`src/rtl/display_writer.sv`:
```
// Character-stream display writer: turns a byte stream into display-memory writes
// at a wrapping cursor, and sweeps the whole memory to blanks on a clear request.
module display_writer #(
    parameter int unsigned COLS = 80,
    parameter int unsigned ROWS = 32
) (
    input  logic        clk,
    input  logic        rst,
    input  logic [7:0]  char_in,
    input  logic        char_vld,
    output logic        char_rdy,
    input  logic        clr_req,
    output logic        busy,
    output logic        mem_we,
    output logic [11:0] mem_addr,
    output logic [7:0]  mem_wd,
    output logic [6:0]  cur_x,
    output logic [4:0]  cur_y
);

    localparam logic [0:0] IDLE  = 1'b0;
    localparam logic [0:0] CLEAR = 1'b1;

    localparam logic [6:0]  LAST_X    = 7'(COLS - 1);
    localparam logic [4:0]  LAST_Y    = 5'(ROWS - 1);
    localparam logic [11:0] LAST_ADDR = 12'(COLS * ROWS - 1);
    localparam logic [11:0] ROW_STEP  = 12'(COLS);

    localparam logic [7:0] CH_BS    = 8'h08;
    localparam logic [7:0] CH_LF    = 8'h0A;
    localparam logic [7:0] CH_CR    = 8'h0D;
    localparam logic [7:0] CH_SPACE = 8'h20;
    localparam logic [7:0] CH_TILDE = 8'h7E;

    logic [0:0]  state_q,    state_d;
    logic [6:0]  cur_x_q,    cur_x_d;
    logic [4:0]  cur_y_q,    cur_y_d;
    logic [11:0] row_base_q, row_base_d;
    logic        mem_we_q,   mem_we_d;
    logic [11:0] mem_addr_q, mem_addr_d;
    logic [7:0]  mem_wd_q,   mem_wd_d;

    logic accept;
    logic printable;
    logic adv_row;

    assign char_rdy  = (state_q == IDLE) & ~clr_req;
    assign accept    = char_vld & char_rdy;
    assign printable = (char_in >= CH_SPACE) && (char_in <= CH_TILDE);

    always_comb begin
        state_d    = state_q;
        cur_x_d    = cur_x_q;
        cur_y_d    = cur_y_q;
        row_base_d = row_base_q;
        mem_we_d   = 1'b0;
        mem_addr_d = mem_addr_q;
        mem_wd_d   = mem_wd_q;
        adv_row    = 1'b0;

        case (state_q)
            IDLE: begin
                if (clr_req) begin
                    state_d    = CLEAR;
                    mem_we_d   = 1'b1;
                    mem_addr_d = '0;
                    mem_wd_d   = CH_SPACE;
                end else if (accept) begin
                    if (printable) begin
                        mem_we_d   = 1'b1;
                        mem_addr_d = row_base_q + {5'b0, cur_x_q};
                        mem_wd_d   = char_in;
                        if (cur_x_q == LAST_X) begin
                            cur_x_d = '0;
                            adv_row = 1'b1;
                        end else begin
                            cur_x_d = cur_x_q + 7'd1;
                        end
                    end else if (char_in == CH_LF) begin
                        cur_x_d = '0;
                        adv_row = 1'b1;
                    end else if (char_in == CH_CR) begin
                        cur_x_d = '0;
                    end else if (char_in == CH_BS) begin
                        if (cur_x_q != '0) begin
                            cur_x_d = cur_x_q - 7'd1;
                        end
                    end
                end
            end
            CLEAR: begin
                // The registered address doubles as the sweep counter.
                if (mem_addr_q == LAST_ADDR) begin
                    state_d    = IDLE;
                    cur_x_d    = '0;
                    cur_y_d    = '0;
                    row_base_d = '0;
                end else begin
                    mem_we_d   = 1'b1;
                    mem_addr_d = mem_addr_q + 12'd1;
                    mem_wd_d   = CH_SPACE;
                end
            end
            default: state_d = IDLE;
        endcase

        if (adv_row) begin
            if (cur_y_q == LAST_Y) begin
                cur_y_d    = '0;
                row_base_d = '0;
            end else begin
                cur_y_d    = cur_y_q + 5'd1;
                row_base_d = row_base_q + ROW_STEP;
            end
        end
    end

    always_ff @(posedge clk) begin
        if (rst) begin
            state_q    <= IDLE;
            cur_x_q    <= '0;
            cur_y_q    <= '0;
            row_base_q <= '0;
            mem_we_q   <= 1'b0;
            mem_addr_q <= '0;
            mem_wd_q   <= '0;
        end else begin
            state_q    <= state_d;
            cur_x_q    <= cur_x_d;
            cur_y_q    <= cur_y_d;
            row_base_q <= row_base_d;
            mem_we_q   <= mem_we_d;
            mem_addr_q <= mem_addr_d;
            mem_wd_q   <= mem_wd_d;
        end
    end

    assign busy     = (state_q == CLEAR);
    assign mem_we   = mem_we_q;
    assign mem_addr = mem_addr_q;
    assign mem_wd   = mem_wd_q;
    assign cur_x    = cur_x_q;
    assign cur_y    = cur_y_q;

endmodule

```
`config.mk`:
```
export PLATFORM = sky130hd
export DESIGN_NAME = display_writer
export DESIGN_NICKNAME = d
export VERILOG_FILES = /design/src/rtl/display_writer.sv
export SDC_FILE = /design/constraint.sdc
export NUM_CORES = 1
export LEC_CHECK = 0
export ABC_AREA = 1
export CAP_MARGIN = 10
export CELL_PAD_IN_SITES_DETAIL_PLACEMENT = 0
export CELL_PAD_IN_SITES_GLOBAL_PLACEMENT = 1
export CORE_UTILIZATION = 41
export DETAILED_ROUTE_END_ITERATION = 7
export HOLD_SLACK_MARGIN = 0.05
export PLACE_DENSITY_LB_ADDON = 0.12
export SKIP_CTS_REPAIR_TIMING = 1
export SYNTH_ARGS = -nofsm -noshare
export SYNTH_HDL_FRONTEND = slang
export SYNTH_SLANG_ARGS = --single-unit
```
`constraint.sdc`:
```
create_clock -name clk -period 2.2 [get_ports clk]
set_input_delay 0.44 -clock clk [delete_from_list [all_inputs] [get_ports clk]]
set_output_delay 0.44 -clock clk [all_outputs]
set_load 0.05 [all_outputs]
```
==> flow_summary.json <==
{
  "io_buffer_count": 46,
  "die_h_um": 86.6,
  "leakage_uw": 0.00158,
  "drv_cap": 0,
  "p_per_area_mw_per_mm2": 525,
  "grt_max_degree": 17,
  "core_mm2": 0.00687,
  "routedWlPerCell_um": 12.8,
  "finalHoldViolations": 0,
  "critPathRequiredTime_ns": 1.76,
  "antenna_left": 0,
  "status": "complete, no violations",
  "hold_slack_ns": 0.454,
  "fin_worst_skew_ns": 0.00682,
  "synth-xor-area-share_pct": 3.58,
  "period_minus_slack_ns": 2.15,
  "layout_commonest_cell": "nand2_1",
  "grt_pass1_vias": 2615,
  "crit_type": "reg -> out",
  "yosys.area_share.simple_pct": 42.5,
  "drc": 0,
  "dieArea_mm2": 0.00750,
  "hold_class": "reg -> reg",
  "cts-htree-levels": 2,
  "crit_path_max_incr_delay_ns": 0.87,
  "rows": 30,
  "cp_slowest_cell": "clkdlybuf4s50_1",
  "ys_ff_latch": 42,
  "grtUsageTotal_pct": 21.7,
  "tns_ns": 0,
  "clk_pin_slew_ns": 0.09,
  "cts_buffers": 5,
  "setup_viol": 0,
  "io-pin-count": 47,
  "floorplan.initialDensity_pct": 42.7,
  "timing.final.crit_share_pct": 97.7,
  "final_area_mm2": 0.00364,
  "ir_drop_mv": 0.253,
  "syn_inst": 446,
  "setup_ws_ns": 0.0517,
  "layout_common_cells": "97 x nand2_1, 62 x nor2_1, 56 x nand3_1",
  "syn2layout_area_growth_pct": 24.1,
  "drtPass1Iterations": 5,
  "wl_um": 7650,
  "cts_sinks": 42,
  "drt_iter0_markers": 136,
  "rsz0062_at_grt": "false",
  "cts_tree": "yes",
  "yosys.area_share.adder_pct": 3.84,
  "grt-ovfl-total": 0,
  "max_slew.worst_pin.slew_ns": 0.523,
  "cts_max_path_buffers": 2,
  "path_buf_inv": 1,
  "gp_congestion": 0.851,
  "worstPathArrival_ns": 1.71,
  "synth_ff_type": "dfxtp_1",
  "layout-drive-gt1-share_pct": 13.0,
  "num_vias": 2927,
  "synth_cell_types": 35,
  "grt_pass1_wl_um": 12900,
  "async_flop_share_pct": 0,
  "worstPathCellList": "clkdlybuf4s50_1",
  "synth_compound_area_share_pct": 11.2,
  "viasPerCell": 4.91,
  "antenna_cells": 0,
  "synth_top_family_by_area": "simple AND/OR/NAND/NOR gates",
  "synth.cell_area_mm2": 0.00293,
  "fin_nets": 520,
  "total_power_uw": 1910,
  "cp-start-kind": "flop",
  "fmax_mhz": 465,
  "dp_hpwl_um": 5810,
  "worstSetupEndpointType": "output pin",
  "syn-num-nets": 467,
  "crit_family": "buffers and inverters",
  "place_ws_ns": 0.0643,
  "finalMaxSlewViolations": 0,
  "placed_cell_area_mm2": 0.00353,
  "slew_headroom_pct": 65.1,
  "antenna_found_initial": 0,
  "syn_area_per_cell_um2": 6.58,
  "clk_latency_ns": 0.29,
  "synth_edf_count": 0,
  "cp_max_fo": 9,
  "muxShareOfSynthArea_pct": 0,
  "ys_seq_area_share_pct": 28.7,
  "die_x_um": 86.6,
  "yosysWarnings": 0,
  "cts_root_buffer": "clkbuf_8"
}
==> Yosys cell counts, types with 8 or more instances <==
cell	n	area (um2)
nand2_1	97	364
nor2_1	62	233
nand3_1	56	280
dfxtp_1	42	841
inv_1	42	158
o21ai_0	24	120
a21oi_1	23	115
nand2_2	10	62.6
ha_1	9	113
xor2_1	9	78.8
nand4_1	8	50.1
==> per-layer routing <==
metal  global-route usage [%]  vias up  part of all wire (%)
met2                     34.9       39                    47
li1                         -     1554                     -
met4                     4.85        0                  0.89
met5                        0        -                     0
met1                     30.8     1330                    50
met3                     3.05        4                   2.6
==> worst paths after layout <==
kind | cells after the start | end | slack [ns] | from
worst min-delay path | 2 | mem_wd[7]$_SDFFE_PP0P_ | 0.45 | mem_wd[7]$_SDFFE_PP0P_
worst max register to register | 10 | mem_addr[8]$_SDFFE_PP0P_ | 0.36 | cur_x[5]$_SDFFE_PP0P_
worst min register to register | 2 | mem_wd[7]$_SDFFE_PP0P_ | 0.45 | mem_wd[7]$_SDFFE_PP0P_
worst max-delay path | 1 | cur_x[5] | 0.05 | cur_x[5]$_SDFFE_PP0P_
==> layout make-up <==
cell class	count	area [um2]
tap	96	120
timing repair buffer	61	581
fill	719	3230
clock buffer	6	72.6
inverter	50	193
sequential	42	841
multi-input combinational	339	1790
clock inverter	2	37.5
==> state kept, by name, indices dropped and copies added, names as in the netlist <==
| register | flops |
|---|---|
| mem_we | 1 |
| row_base_q | 8 |
| cur_x | 7 |
| cur_y | 5 |
| mem_addr | 12 |
| busy | 1 |
| mem_wd | 8 |
==> per-stage QoR <==
stage	util, %	cells
global route	53.0	596
detailed placement	51.4	588
CTS	53.0	596
floorplan	-	446
finish	53.0	596
global placement	51.4	588
==> logic make-up after synthesis <==
family,count (synthesis)
DFF,42
AOI/OAI and AO/OA,59
buffers and inverters,65
xor gates and xnor gates,12
adders and majority gates,9
and+or+nand+nor,259
==> power breakdown <==
group,internal [uW],switching (uW),total (uW)
Combinational,163,298,461
Clock,339,283,622
Sequential,789,36.9,826
Note: power is estimated with default switching activity, not from simulation.
